--- src/rtl/ssd_view_sched.sv ---
// Shares the 8-digit seven-segment display between four 32-bit debug sources.
// Handles a debounced step button, timed auto-rotation and a tear-free snapshot of the selected source.
module ssd_view_sched #(
    parameter int unsigned DEBOUNCE_CYCLES = 1000000,
    parameter int unsigned ROTATE_CYCLES   = 200000000,
    parameter int unsigned FRAME_CYCLES    = 800000
) (
    input  logic        clk,
    input  logic        rst_n,
    input  logic [31:0] src0,
    input  logic [31:0] src1,
    input  logic [31:0] src2,
    input  logic [31:0] src3,
    input  logic        btn_next,
    input  logic        auto_en,
    input  logic        freeze,
    output logic [31:0] value,
    output logic [7:0]  dpValue,
    output logic [1:0]  sel
);

    localparam int unsigned DEB_W = (DEBOUNCE_CYCLES > 1) ? $clog2(DEBOUNCE_CYCLES) : 1;
    localparam int unsigned ROT_W = (ROTATE_CYCLES > 1) ? $clog2(ROTATE_CYCLES) : 1;
    localparam int unsigned FRM_W = (FRAME_CYCLES > 1) ? $clog2(FRAME_CYCLES) : 1;

    localparam logic [DEB_W-1:0] DEB_LAST = DEB_W'(DEBOUNCE_CYCLES - 1);
    localparam logic [ROT_W-1:0] ROT_LAST = ROT_W'(ROTATE_CYCLES - 1);
    localparam logic [FRM_W-1:0] FRM_LAST = FRM_W'(FRAME_CYCLES - 1);

    typedef enum logic [0:0] {
        MANUAL = 1'b0,
        AUTO   = 1'b1
    } state_t;

    state_t             state_q;
    state_t             state_d;

    logic               btn_m;
    logic               btn_s;
    logic               btn_db;
    logic               btn_db_q;
    logic [DEB_W-1:0]   deb_cnt;
    logic               next_pulse;

    logic [ROT_W-1:0]   rot_q;
    logic [ROT_W-1:0]   rot_d;
    logic [1:0]         sel_d;
    logic [1:0]         sel_q;

    logic [FRM_W-1:0]   frm_cnt;
    logic               frame_tick;
    logic               load_pend;
    logic               load;
    logic [31:0]        src_mux;

    // Two-flop synchronizer followed by a counter-based debouncer on the button level.
    always_ff @(posedge clk) begin
        if (!rst_n) begin
            btn_m    <= 1'b0;
            btn_s    <= 1'b0;
            btn_db   <= 1'b0;
            btn_db_q <= 1'b0;
            deb_cnt  <= '0;
        end else begin
            btn_m    <= btn_next;
            btn_s    <= btn_m;
            btn_db_q <= btn_db;
            if (btn_s == btn_db) begin
                deb_cnt <= '0;
            end else if (deb_cnt == DEB_LAST) begin
                btn_db  <= btn_s;
                deb_cnt <= '0;
            end else begin
                deb_cnt <= deb_cnt + DEB_W'(1);
            end
        end
    end

    // Only the press edge steps the view; release is ignored.
    assign next_pulse = btn_db & ~btn_db_q;

    // Mode state, dwell counter and selected source index.
    always_ff @(posedge clk) begin
        if (!rst_n) begin
            state_q <= MANUAL;
            rot_q   <= '0;
            sel     <= 2'd0;
        end else begin
            state_q <= state_d;
            rot_q   <= rot_d;
            sel     <= sel_d;
        end
    end

    // A press and a dwell expiry in the same cycle collapse into one step.
    always_comb begin
        state_d = state_q;
        rot_d   = rot_q;
        sel_d   = sel;
        case (state_q)
            MANUAL: begin
                rot_d = '0;
                if (next_pulse) begin
                    sel_d = sel + 2'd1;
                end
                if (auto_en) begin
                    state_d = AUTO;
                end
            end
            AUTO: begin
                if (!auto_en) begin
                    state_d = MANUAL;
                    rot_d   = '0;
                    if (next_pulse) begin
                        sel_d = sel + 2'd1;
                    end
                end else if (next_pulse || (rot_q == ROT_LAST)) begin
                    sel_d = sel + 2'd1;
                    rot_d = '0;
                end else begin
                    rot_d = rot_q + ROT_W'(1);
                end
            end
            default: begin
                state_d = MANUAL;
                rot_d   = '0;
            end
        endcase
    end

    always_comb begin
        src_mux = src0;
        case (sel)
            2'd0: src_mux = src0;
            2'd1: src_mux = src1;
            2'd2: src_mux = src2;
            2'd3: src_mux = src3;
            default: src_mux = src0;
        endcase
    end

    assign frame_tick = (frm_cnt == FRM_LAST);
    assign load       = (frame_tick | load_pend) & ~freeze;

    // Snapshot register: refreshed once per scan frame or promptly after a source change, unless frozen.
    always_ff @(posedge clk) begin
        if (!rst_n) begin
            frm_cnt   <= '0;
            sel_q     <= 2'd0;
            load_pend <= 1'b0;
            value     <= 32'd0;
            dpValue   <= 8'h01;
        end else begin
            frm_cnt <= frame_tick ? '0 : frm_cnt + FRM_W'(1);
            sel_q   <= sel;
            if (load) begin
                value <= src_mux;
            end
            // A fresh selection change outranks the clear so it is never lost.
            if (sel != sel_q) begin
                load_pend <= 1'b1;
            end else if (load) begin
                load_pend <= 1'b0;
            end
            dpValue <= (8'h01 << sel) | {freeze, 7'b000_0000};
        end
    end

endmodule

--- config.mk ---
export PLATFORM = sky130hd
export DESIGN_NAME = ssd_view_sched
export DESIGN_NICKNAME = d
export VERILOG_FILES = /design/src/rtl/ssd_view_sched.sv
export SDC_FILE = /design/constraint.sdc
export NUM_CORES = 1
export LEC_CHECK = 0
export CORE_MARGIN = 2
export CORE_UTILIZATION = 47
export CTS_BUF_LIST = sky130_fd_sc_hd__clkbuf_16
export CTS_CLUSTER_DIAMETER = 40
export DETAILED_ROUTE_END_ITERATION = 7
export PLACE_DENSITY = 0.79
export SYNTH_ARGS = -nofsm -noshare
export SYNTH_HDL_FRONTEND = slang
export SYNTH_SLANG_ARGS = --single-unit
export TNS_END_PERCENT = 5
--- constraint.sdc ---
create_clock -name clk -period 2.7 [get_ports clk]
set_clock_uncertainty 0.2 [all_clocks]
set_input_delay 0.405 -clock clk [delete_from_list [all_inputs] [get_ports clk]]
set_output_delay 0.405 -clock clk [all_outputs]
set_load 0.01 [all_outputs]
==> Word-level counts from Yosys, hierarchy flattened <==
Cells that the tools add are included.
{ "totals": {"regBits": 118, "input_bits": 133, "output_inout_bits": 42} }
{ "classes": {"add_sub_neg": 4, "n_eq_ne": 9, "shifts": 1, "mux": 11, "bitwise": 9, "reduce_logical": 6} }
{ "ops": {"columns": ["op", "n"], "rows": [
  ["$pmux W32 S4", 1],
  ["$mux W28", 2],
  ["$pmux W28 S2", 1],
  ["$add A20 B1 Y20 const B", 2],
  ["$eq A20 B20 Y1 const B", 2],
  ["$add A28 B1 Y28 const B", 1],
  ["$eq A28 B28 Y1 const B", 1],
  ["$or A8 B8 Y8", 1],
  ["$shl A1 B2 Y8 const A", 1],
  ["$mux W2", 3],
  ["$not A1 Y1", 5],
  ["$eq A2 B2 Y1 const B", 2],
  ["$pmux W2 S2", 1],
  ["$mux W1", 3],
  ["$ne A3 B2 Y1 const B", 1],
  ["$reduce_or A3 Y1", 1],
  ["$add A2 B1 Y2 const B", 1],
  ["$and A1 B1 Y1", 2],
  ["$eq A2 B1 Y1 const B", 1],
  ["$logic_not A2 Y1", 1],
  ["$ne A2 B2 Y1", 1],
  ["$reduce_and A2 Y1", 1],
  ["$reduce_bool A2 Y1", 1],
  ["$reduce_or A2 Y1", 1],
  ["3 further kinds", 3]
]} }

==> Longest topological paths before layout <==
{ "depth": {"depth_word": 6, "ltp_mapped": 8, "ltp_nobuf": 6} }

==> Worst setup path after synthesis <==
No wires, ideal clock.
{ "synth_timing": {"path_kind": "register to register", "from": "reg rot_q[0]", "to": "reg rot_q[25]", "setup_time_ns": 0.130, "arrival_ns": 1.844, "required_ns": 2.370, "slack_ns": 0.526, "stages_incl_launch_ff": 7, "path_buffers": 1, "synth_period_minus_slack_ns": 2.174, "path_cell_list": "dfxtp_1 ha_1 nand4_2 or4_1 o21ai_2 buf_2 a21oi_1"} }
{ "synth_via": {"elab_chain_cells": 5, "word_cells_on_any_way": 6, "cone_classes": "1 x add/sub; 1 x eq/ne; 3 x mux; 1 x reduce/logical"} }
{ "synth_lines": {"columns": ["element", "line", "source"], "rows": [
  ["start: declaration", "45", "logic [ROT_W-1:0] rot_q;"],
  ["start signal: assignment", "90", "rot_q <= rot_d;"],
  ["parallel branches: the longest is 2 deep, another holds $add A28 B1 Y28", null, null],
  ["$mux W28 *", "117", "end else if (next_pulse || (rot_q == ROT_LAST)) begin"],
  ["$mux W28 *", "111", "if (!auto_en) begin"],
  ["$pmux W28 S2 *", "100", "case (state_q)"]
]} }
Every way passes the cells marked *.
A chain may end at the register's enable or synchronous reset.

==> Worst setup path in the final report <==
{ "layout_timing": {"from": "reg rot_q[0]", "to": "reg rot_q[24]"} }
The elaborated chain is that of the path after synthesis.

==> summary.md <==
| Metric | Value |
|---|---|
| Status | complete, no violations |
| Synth unique cells | 47 |
| Area of placed instances | 7445 sq um |
| CTS tree | done |
| Post-synth top flop | dfxtp_1 |
| F_max | 406.0 MHz |
| Share of async-settable or async-resettable flops after synthesis | 0 |
| Total GRT Usage | 0.2676 |
| Critical path class | flip-flop to flip-flop |
| Final Hold Fails | 0 |
| Pwr Density | 495.6 nW/um^2 |
| Final Max Tran Viols | 0 |
| Maximum clock path buffer count | 2 |
| Die H | 113.5 um |
| Mean Syn Cell Area | 8.296 sq um |
| Die area | 12880 sq um |
| I/O pins | 175 |
| Worst-skew pair later-pin latency | 0.41 ns |
| Critical-path cell list | ha_1 -> nand4_2 -> or4_1 -> or4_1 -> a21oi_1 |
| Via count | 5709 |
| Setup TNS | 0 ns |
| Worst-margin pin slew | 0.9685 ns |
| Cts bufs inserted | 17 |
| RSZ-0062 raised after global routing | false |
| Pin count of the biggest net entering global routing | 41 |
| Final setup vio count | 0 |
| Row cnt | 39 |
| Initial core utilization | 0.4871 |
| Min Tclk post-route | 2.463 ns |
| Rel. slew slack | 0.3543 |
| Post-detail-place hpwl | 12600 um |
| Vias per cell | 5.726 |
| Detail Route Antenna Nets | 0 |
| Setup bufs post-CTS | 0 |
| Worst endpoint required time | 2.84 ns |
| Worst hold path type | primary input to flip-flop |
| # H-tree levels | 4 |
| Final hold slack | 0.1153 ns |
| Post-synthesis sequential area ratio | 0.4087 |
| Post-synth EDFFs | 0 |
| Gr ovfl total | 0 |
| CP delay by family, top | simple AND/OR/NAND/NOR gates |
| Hold-fix buffers, CTS | 0 |
| Critical path arrival | 2.60 ns |
| CP most frequent cell | or4_1 |
| Peak supply drop | 0.4414 mV |
| Share of layout cells above drive strength 1 | 0.05640 |
| DP Cell Count | 963 |
| Leakage power | 2.969 nW |
| Total Wirelength | 16670 um |
| Buffers & Inverters on Critical Path | 0 |
| Remaining routing DRC violations | 0 |
| Total power | 3.946 mW |
| Initial drt markers | 462 |
| Crit-path max FO | 13 |
| CP Launch Type | flip-flop |
| Clock slew at reported path FFs | 0.05 ns |
| Final worst path period share | 0.9122 |
| Core Area | 11560 sq um |
| Initial antenna violation count | 3 |
| Synth Warn # | 0 |
| Seq cells post-synth | 115 |
| Post-Synthesis Cells | 679 |
| Wire length per cell | 16.72 um |
| Mapped cell area | 5633 sq um |
| Router iterations before antenna repair | 5 |
| Post-CTS sizing | 0 |
| Post-route insts no fill | 997 |
| Total clock sinks | 115 |
| Die X | 113.5 um |
| Clock Root Buffer | clkbuf_16 |
| Final GP Congestion | 0.9949 |
| Slowest cell on crit path | or4_1 |
| Critical path capture point type | flip-flop |
| Fin nets | 979 |
| Final Cell Area | 7961 sq um |
| Max incr delay on CP | 0.75 ns |
| PortBufs | 171 |
| Vias in the first global route | 5684 |
| MaxCap Viol Count | 0 |
| Area delta synth->final | 41.34% |
| First-pass GRT wire length | 27280 um |
## cell usage after synthesis, types with 2 or more instances
cell type,count,area [sq um]
and2_1,7,43.79
nand2_1,119,446.7
or4_1,15,112.6
nor3_1,8,40.04
ha_1,7,87.58
nor4_1,7,43.79
buf_2,9,45.04
or4b_1,3,30.03
or3_2,2,15.01
buf_4,3,22.52
nor4b_1,3,26.28
nor2_1,50,187.7
o21ai_0,47,235.2
a222oi_1,32,320.3
inv_1,21,78.83
and3_1,4,25.02
mux2i_1,34,340.3
nand2b_1,3,18.77
nand3_1,22,110.1
a21oi_1,32,160.2
o31ai_1,11,82.58
nand4_1,14,87.58
and4_1,4,35.03
xnor2_1,22,192.7
clkbuf_1,31,116.4
or3_1,16,100.1
xor2_1,14,122.6
nor4bb_1,2,20.02
o21a_1,3,22.52
o41ai_1,2,17.52
nand4b_1,2,17.52
dfxtp_1,115,2302
## layer usage
layer  vias up  track usage  part of all wire
met1      2677       0.2973              0.40
met5         -            0                 0
met3        46      0.06589             0.061
met2       216       0.4679              0.50
met4         0       0.1520             0.045
li1       2770            -                 -
## stage by stage
stage               utilization  setup WS [ns]
floorplan                     -         0.5265
global placement         0.6437         0.3565
detailed placement       0.6437         0.2563
CTS                      0.6878         0.2478
global route             0.6884        0.07573
finish                   0.6884         0.2372
## path summary, 6_finish.rpt
path,start,slack (ns),end,cells past startpoint
hold reg to reg,btn_m,0.23,btn_s,1
setup / recovery,rot_q[0],0.24,rot_q[24],5
hold / removal,rst_n,0.12,dpValue[7],2
setup reg to reg,rot_q[0],0.24,rot_q[24],5
## report_power, final
part	total, mW	internal [mW]	switching [mW]
clock network	1.95	1.22	0.730
registers	1.71	1.71	0.00490
logic	0.287	0.194	0.0938
total	3.95	3.12	0.829
## logic make-up after synthesis
| family | share of synthesized area |
|---|---|
| flip-flops | 0.4087 |
| XOR/XNOR | 0.05597 |
| buffers and inverters | 0.04820 |
| AO/OA/AOI/OAI | 0.1546 |
| multiplexers | 0.06042 |
| adder cells (fa/ha/maj) | 0.01555 |
| AND/OR/NAND/NOR | 0.2559 |
| other | 0.0006657 |
## layout make-up
class,count,area [sq um]
well taps,143,178.9
clock inverters,14,83.83
flip-flops and latches,115,2302
inverters,21,78.83
repair buffers,184,1804
clock buffers,17,425.4
multi-input cells,500,3080
fillers,918,3603
diodes,3,7.507
## flip-flops by register name (all words and copies together) (netlist names), 2 cells and up
name	flops
value	32
rot_q	28
deb_cnt	20
frm_cnt	20
dpValue	5
sel	2
sel_q	2
## cells in the final DEF, fill, tap and decap left out, types with 3 or more instances in the layout
master and instances:
a222oi_1 32, nand2_1 119, clkdlybuf4s50_1 170, o21ai_0 47, buf_4 13, nand4_1 14, o31ai_1 11, xnor2_1 22
o21a_1 3, mux2i_1 34, nor3_1 8, clkinv_1 4, a21oi_1 31, nand3_1 22, diode_2 3, xor2_1 14
dfxtp_1 115, and4_1 4, and3_1 4, conb_1 3, clkbuf_16 17, nor2_1 50, nand2b_1 3, or4_1 15
clkinv_2 4, or3_1 16, nor4_1 7, and2_1 7, ha_1 6, or4b_1 3, inv_1 26, nor4b_1 3
## worst reg2reg max path: stages, from the launching register on
cell and delay, ns:
dfxtp_1 0.37, ha_1 0.25, nand4_2 0.15, or4_1 0.75
or4_1 0.53, a21oi_1 0.15
No activity file was read; power rests on OpenSTA's default activity.
